==> src/rtl/huffman_encoder.sv <==
// huffman_encoder: fixed three-class prefix code, one registered codeword per accepted symbol.
module huffman_encoder (
  input  logic        clk,
  input  logic        rst,
  input  logic        enable,
  input  logic        in_enable,
  input  logic [7:0]  data_in,
  output logic [15:0] data_out
);
  logic [15:0] data_q, data_d, code;
  // Only the low five bits of (sym-8) are kept, so a 5-bit subtract is exact.
  always_comb begin
    code = data_in < 8'd8  ? {4'd4, 8'd0, 1'b0, data_in[2:0]} :
           data_in < 8'd40 ? {4'd7, 5'd0, 2'b10, data_in[4:0] - 5'd8} :
                             {4'd10, 2'd0, 2'b11, data_in - 8'd40};
    data_d = !enable ? data_q : in_enable ? code : 16'h0000;
  end
  always_ff @(posedge clk or negedge rst)
    if (!rst) data_q <= 16'h0000;
    else      data_q <= data_d;
  assign data_out = data_q;
endmodule

==> config.mk <==
export PLATFORM = sky130hd
export DESIGN_NAME = huffman_encoder
export DESIGN_NICKNAME = d
export VERILOG_FILES = /design/src/rtl/huffman_encoder.sv
export SDC_FILE = /design/constraint.sdc
export NUM_CORES = 1
export LEC_CHECK = 0
export BUFFER_PORTS_ARGS = -buffer_cell sky130_fd_sc_hd__buf_2
export CAP_MARGIN = 15
export CORE_MARGIN = 2
export CORE_UTILIZATION = 39
export CTS_CLUSTER_SIZE = 14
export DETAILED_ROUTE_END_ITERATION = 10
export GPL_TIMING_DRIVEN = 0
export PLACE_DENSITY_LB_ADDON = 0.1
export SLEW_MARGIN = 20
export SYNTH_ARGS = -nofsm -noshare
export SYNTH_HDL_FRONTEND = slang
export SYNTH_SLANG_ARGS = --single-unit
==> constraint.sdc <==
create_clock -name clk -period 0.8 [get_ports clk]
set_clock_uncertainty 0.1 [all_clocks]
set_input_delay 0.2 -clock clk [delete_from_list [all_inputs] [get_ports clk]]
set_output_delay 0.2 -clock clk [all_outputs]
set_load 0.1 [all_outputs]
==> metrics.log <==
[metrics] overall routing resource usage: 21.99%
[metrics] fraction of layout instances using a drive strength above 1: 78.90%
[metrics] area share of the largest cell type after synthesis: 50.63%
[metrics] CTS tree: done
[metrics] Floorplan Core Area: 1471 µm²
[metrics] via count: 602
[metrics] failing checks: negative setup slack
[metrics] Iteration-0 DRC Markers: 12
[metrics] number of iterations in the first detailed-routing pass: 3
[metrics] worst path required time: 500 ps
[metrics] sequential-to-total area share from yosys stat: 50.63%
[metrics] startpoint of the most critical setup path: data_out[9]$_DFFE_PN0P_
[metrics] static leakage power: 0.5801 nW
[metrics] Post-synth top flop: sky130_fd_sc_hd__dfrtp_1
[metrics] cell area after placement: 829.5 µm²
[metrics] biggest fanout along the worst timing path: 4
[metrics] Die Width: 43.00 µm
[metrics] area of combinational cells with multiple inputs: approximately 290 µm²
[metrics] RSZ-0062 raised after global routing: true
[metrics] Reg clk slew, reported paths: approximately 80 ps
[metrics] result of the run: complete, but fails checks
[metrics] final setup fails: 26
[metrics] gate count after technology mapping: 64
[metrics] TritonCTS buffer count: 3
[metrics] power per cell area: 1848 nW/µm²
[metrics] min setup slack post-route: -586.6 ps
[metrics] arrival time worst endpoint: 1090 ps
[metrics] top layer used by detailed routing: met4
[metrics] largest area contributor in the synthesized netlist: sky130_fd_sc_hd__dfrtp_1
[metrics] Setup crit start kind: register
[metrics] TritonCTS Sinks: 12
[metrics] H-tree levels: 1
[metrics] overall overflow remaining after global route: 0
[metrics] Filler Cell Count: 53
[metrics] class of the most critical setup path: register to primary output
[metrics] adder-cell area share of the yosys netlist: 2.110%
[metrics] Port Buf Inserts: 25
[metrics] final period utilization: 173.3%
[metrics] FF+latch area: 345.3 µm²
[metrics] Longest Clk Path Bufs: 2
[metrics] Syn-to-layout area delta: 121.5%
[metrics] kind of end point of the critical path: primary output
[metrics] Hold Path Origin: data_in[0]
[metrics] max-capacitance violation count: 0
[metrics] mean instance size in the synthesized netlist: 9.267 µm²
[metrics] share of the synthesized area in compound gates (AO/OA/AOI/OAI): 13.92%
[metrics] simple logic cell fraction of the synthesized area: 9.705%
[metrics] final design instance area without fill: 1314 µm²
[metrics] buffer cell driving the clock tree root: sky130_fd_sc_hd__clkbuf_4
[metrics] post-detailed-routing wire length: about 1800 µm
[metrics] pin count of the biggest net entering global routing: 13
[metrics] row cnt: 14
[metrics] area of the die: approximately 1800 µm²
[metrics] Async S/R FF share, synth: 100.0%
[metrics] number of top-level pins: 28
[metrics] distinct cell type count after synthesis: 19
[metrics] Met3 Wirelength: 78 µm
[metrics] launching point of the worst reg2reg path: data_out[14]$_DFFE_PN0P_
[metrics] max-slew violation total from the final report: 0
[metrics] final hold violation count: 0
[metrics] amount of wire on met2 after detailed routing: between 1000 and 1500 µm
[metrics] maximum frequency from static timing analysis: 0.7212 GHz
[metrics] met1 layer wirelength in the final routing: 684 µm
[metrics] gpl congestion: 0.7905
[metrics] routed length per placed instance: 14.39 µm
[metrics] Worst-Skew Late Latency: about 270 ps
[metrics] worst hold slack across all endpoints: about 67 ps
[metrics] flip-flop and latch count after synthesis: 12
[metrics] remaining antenna violation count: 0
[metrics] y dimension of the die: 43.00 µm
[metrics] multiplexer area fraction after synthesis: 5.485%
[metrics] Post-synth top cells: 13 x sky130_fd_sc_hd__inv_1, 12 x sky130_fd_sc_hd__dfrtp_1, 8 x sky130_fd_sc_hd__o21ai_0, 5 x sky130_fd_sc_hd__nand3_1, 4 x sky130_fd_sc_hd__buf_4
[metrics] vias in the first global route: approximately 650
[metrics] maximum vdd drop: 1.123 mV
[metrics] largest family of logic cells by synthesized area: buffers and inverters
[metrics] wire length of the first global-routing pass: 2946 µm
[metrics] Min-Delay Path Class: input port to register
[metrics] combined area of all synthesized cells: slightly below 600 µm²
[metrics] Avg Vias per Cell: 4.816
[metrics] placed wire-length estimate after detailed placement: 1004 µm
[metrics] Area contributors post-synth: sky130_fd_sc_hd__dfrtp_1 51%, sky130_fd_sc_hd__inv_1 8.2%, sky130_fd_sc_hd__o21ai_0 6.8%
[metrics] number of flops mapped to enable cells by yosys: 0
[metrics] clock period minus worst slack: 1387 ps
[metrics] starting density of the core: 40.31%
[metrics] Yosys Warn Count: 0
[metrics] count of nets after finishing: 123
[metrics] number of diodes added for antenna fixing: 0
[metrics] number of antenna violations at the first check in global routing: 0
[metrics] most frequent cell after synthesis: sky130_fd_sc_hd__inv_1
[metrics] DRC violation count after routing: 0
[metrics] post-synthesis share of cell area spent on xor and xnor gates: under 10%
[metrics] flip-flop count of the largest register after layout: 12
==> worst paths after layout <==
kind / end / slack, ps / depth (start not counted)
worst max-delay path: data_out[9] / -590 / 2
worst min-delay path: data_out[0]$_DFFE_PN0P_ / 70 / 3
worst max register to register: data_out[14]$_DFFE_PN0P_ / -230 / 4
worst min register to register: data_out[4]$_DFFE_PN0P_ / 500 / 1
max in group asynchronous: data_out[9]$_DFFE_PN0P_ / 130 / 2
min in group asynchronous: data_out[6]$_DFFE_PN0P_ / 220 / 2
==> cells in the final DEF, fill, tap and decap left out, drive strengths merged <==
| master | instances |
|---|---|
| mux2 | 2 |
| o21ai | 9 |
| nand2 | 2 |
| ha | 1 |
| dlygate4sd3 | 1 |
| a21oi | 1 |
| dfrtp | 12 |
| nand3 | 5 |
| buf | 44 |
| inv | 13 |
| nand4 | 1 |
| or4 | 1 |
| clkbuf | 5 |
| xnor2 | 2 |
| a211o | 1 |
| o22ai | 3 |
| conb | 2 |
| mux2i | 1 |
| nor2 | 3 |
==> where the power goes <==
part / switching [mW] / internal (mW) / total [mW]
Combinational: 0.706 / 0.466 / 1.17
Clock: 0.219 / 0.277 / 0.496
Sequential: 0.0670 / 0.692 / 0.759
==> metal layers <==
| layer | vias to the layer above | global-route usage (%) |
|---|---|---|
| li1 | 294 | - |
| met1 | 286 | 26.36 |
| met2 | 18 | 37.88 |
| met3 | 4 | 4.681 |
| met4 | 0 | 9.091 |
| met5 | - | 0 |
==> metrics by stage <==
step / util (%) / setup slack, ps / setup TNS [ps] / power, mW / instances
after global placement: 56.38 / -835.4 / -10420 / 1.531 / 106
final: 89.29 / -586.6 / -10210 / 2.428 / 125
after CTS: 85.12 / -584.4 / -9467 / 2.375 / 121
after global routing: 89.29 / -614.0 / -10760 / 2.518 / 125
after detailed placement: 56.38 / -858.3 / -10590 / 1.542 / 106
after floorplan: - / -634.8 / -5687 / 1.402 / 65
==> layout make-up <==
cell class / count / share of cell area (%)
tap: 16 / 1.524
sequential: 12 / 26.29
multi-input combinational: 34 / 21.90
buffer: 6 / 4.952
clock buffer: 4 / 2.762
inverter: 13 / 4.095
timing repair buffer: 40 / 38.48
==> cells by family after synthesis <==
| group | Yosys count |
|---|---|
| multiplexers | 3 |
| adder cells (fa/ha/maj) | 1 |
| flip-flops | 12 |
| AO/OA/AOI/OAI | 14 |
| buffers and inverters | 19 |
| AND/OR/NAND/NOR | 12 |
| other | 1 |
| XOR/XNOR | 2 |
==> worst max-delay path: stages (launching register included) <==
cell                      delay [ps]
sky130_fd_sc_hd__dfrtp_4         520
sky130_fd_sc_hd__buf_12          140
sky130_fd_sc_hd__buf_12          150
==> repair_timing <==
item | 4_1_cts | 5_1_grt
pin swaps | 5 | 7
cloned | 0 | 0
setup endpoints to repair | 26 | 26
hold endpoints to repair | 12 | 0
hold buffers | 1 | 0
resized for setup | 78 | 11
buffers inserted | 10 | 5
Power figures use the tool's default switching activity.
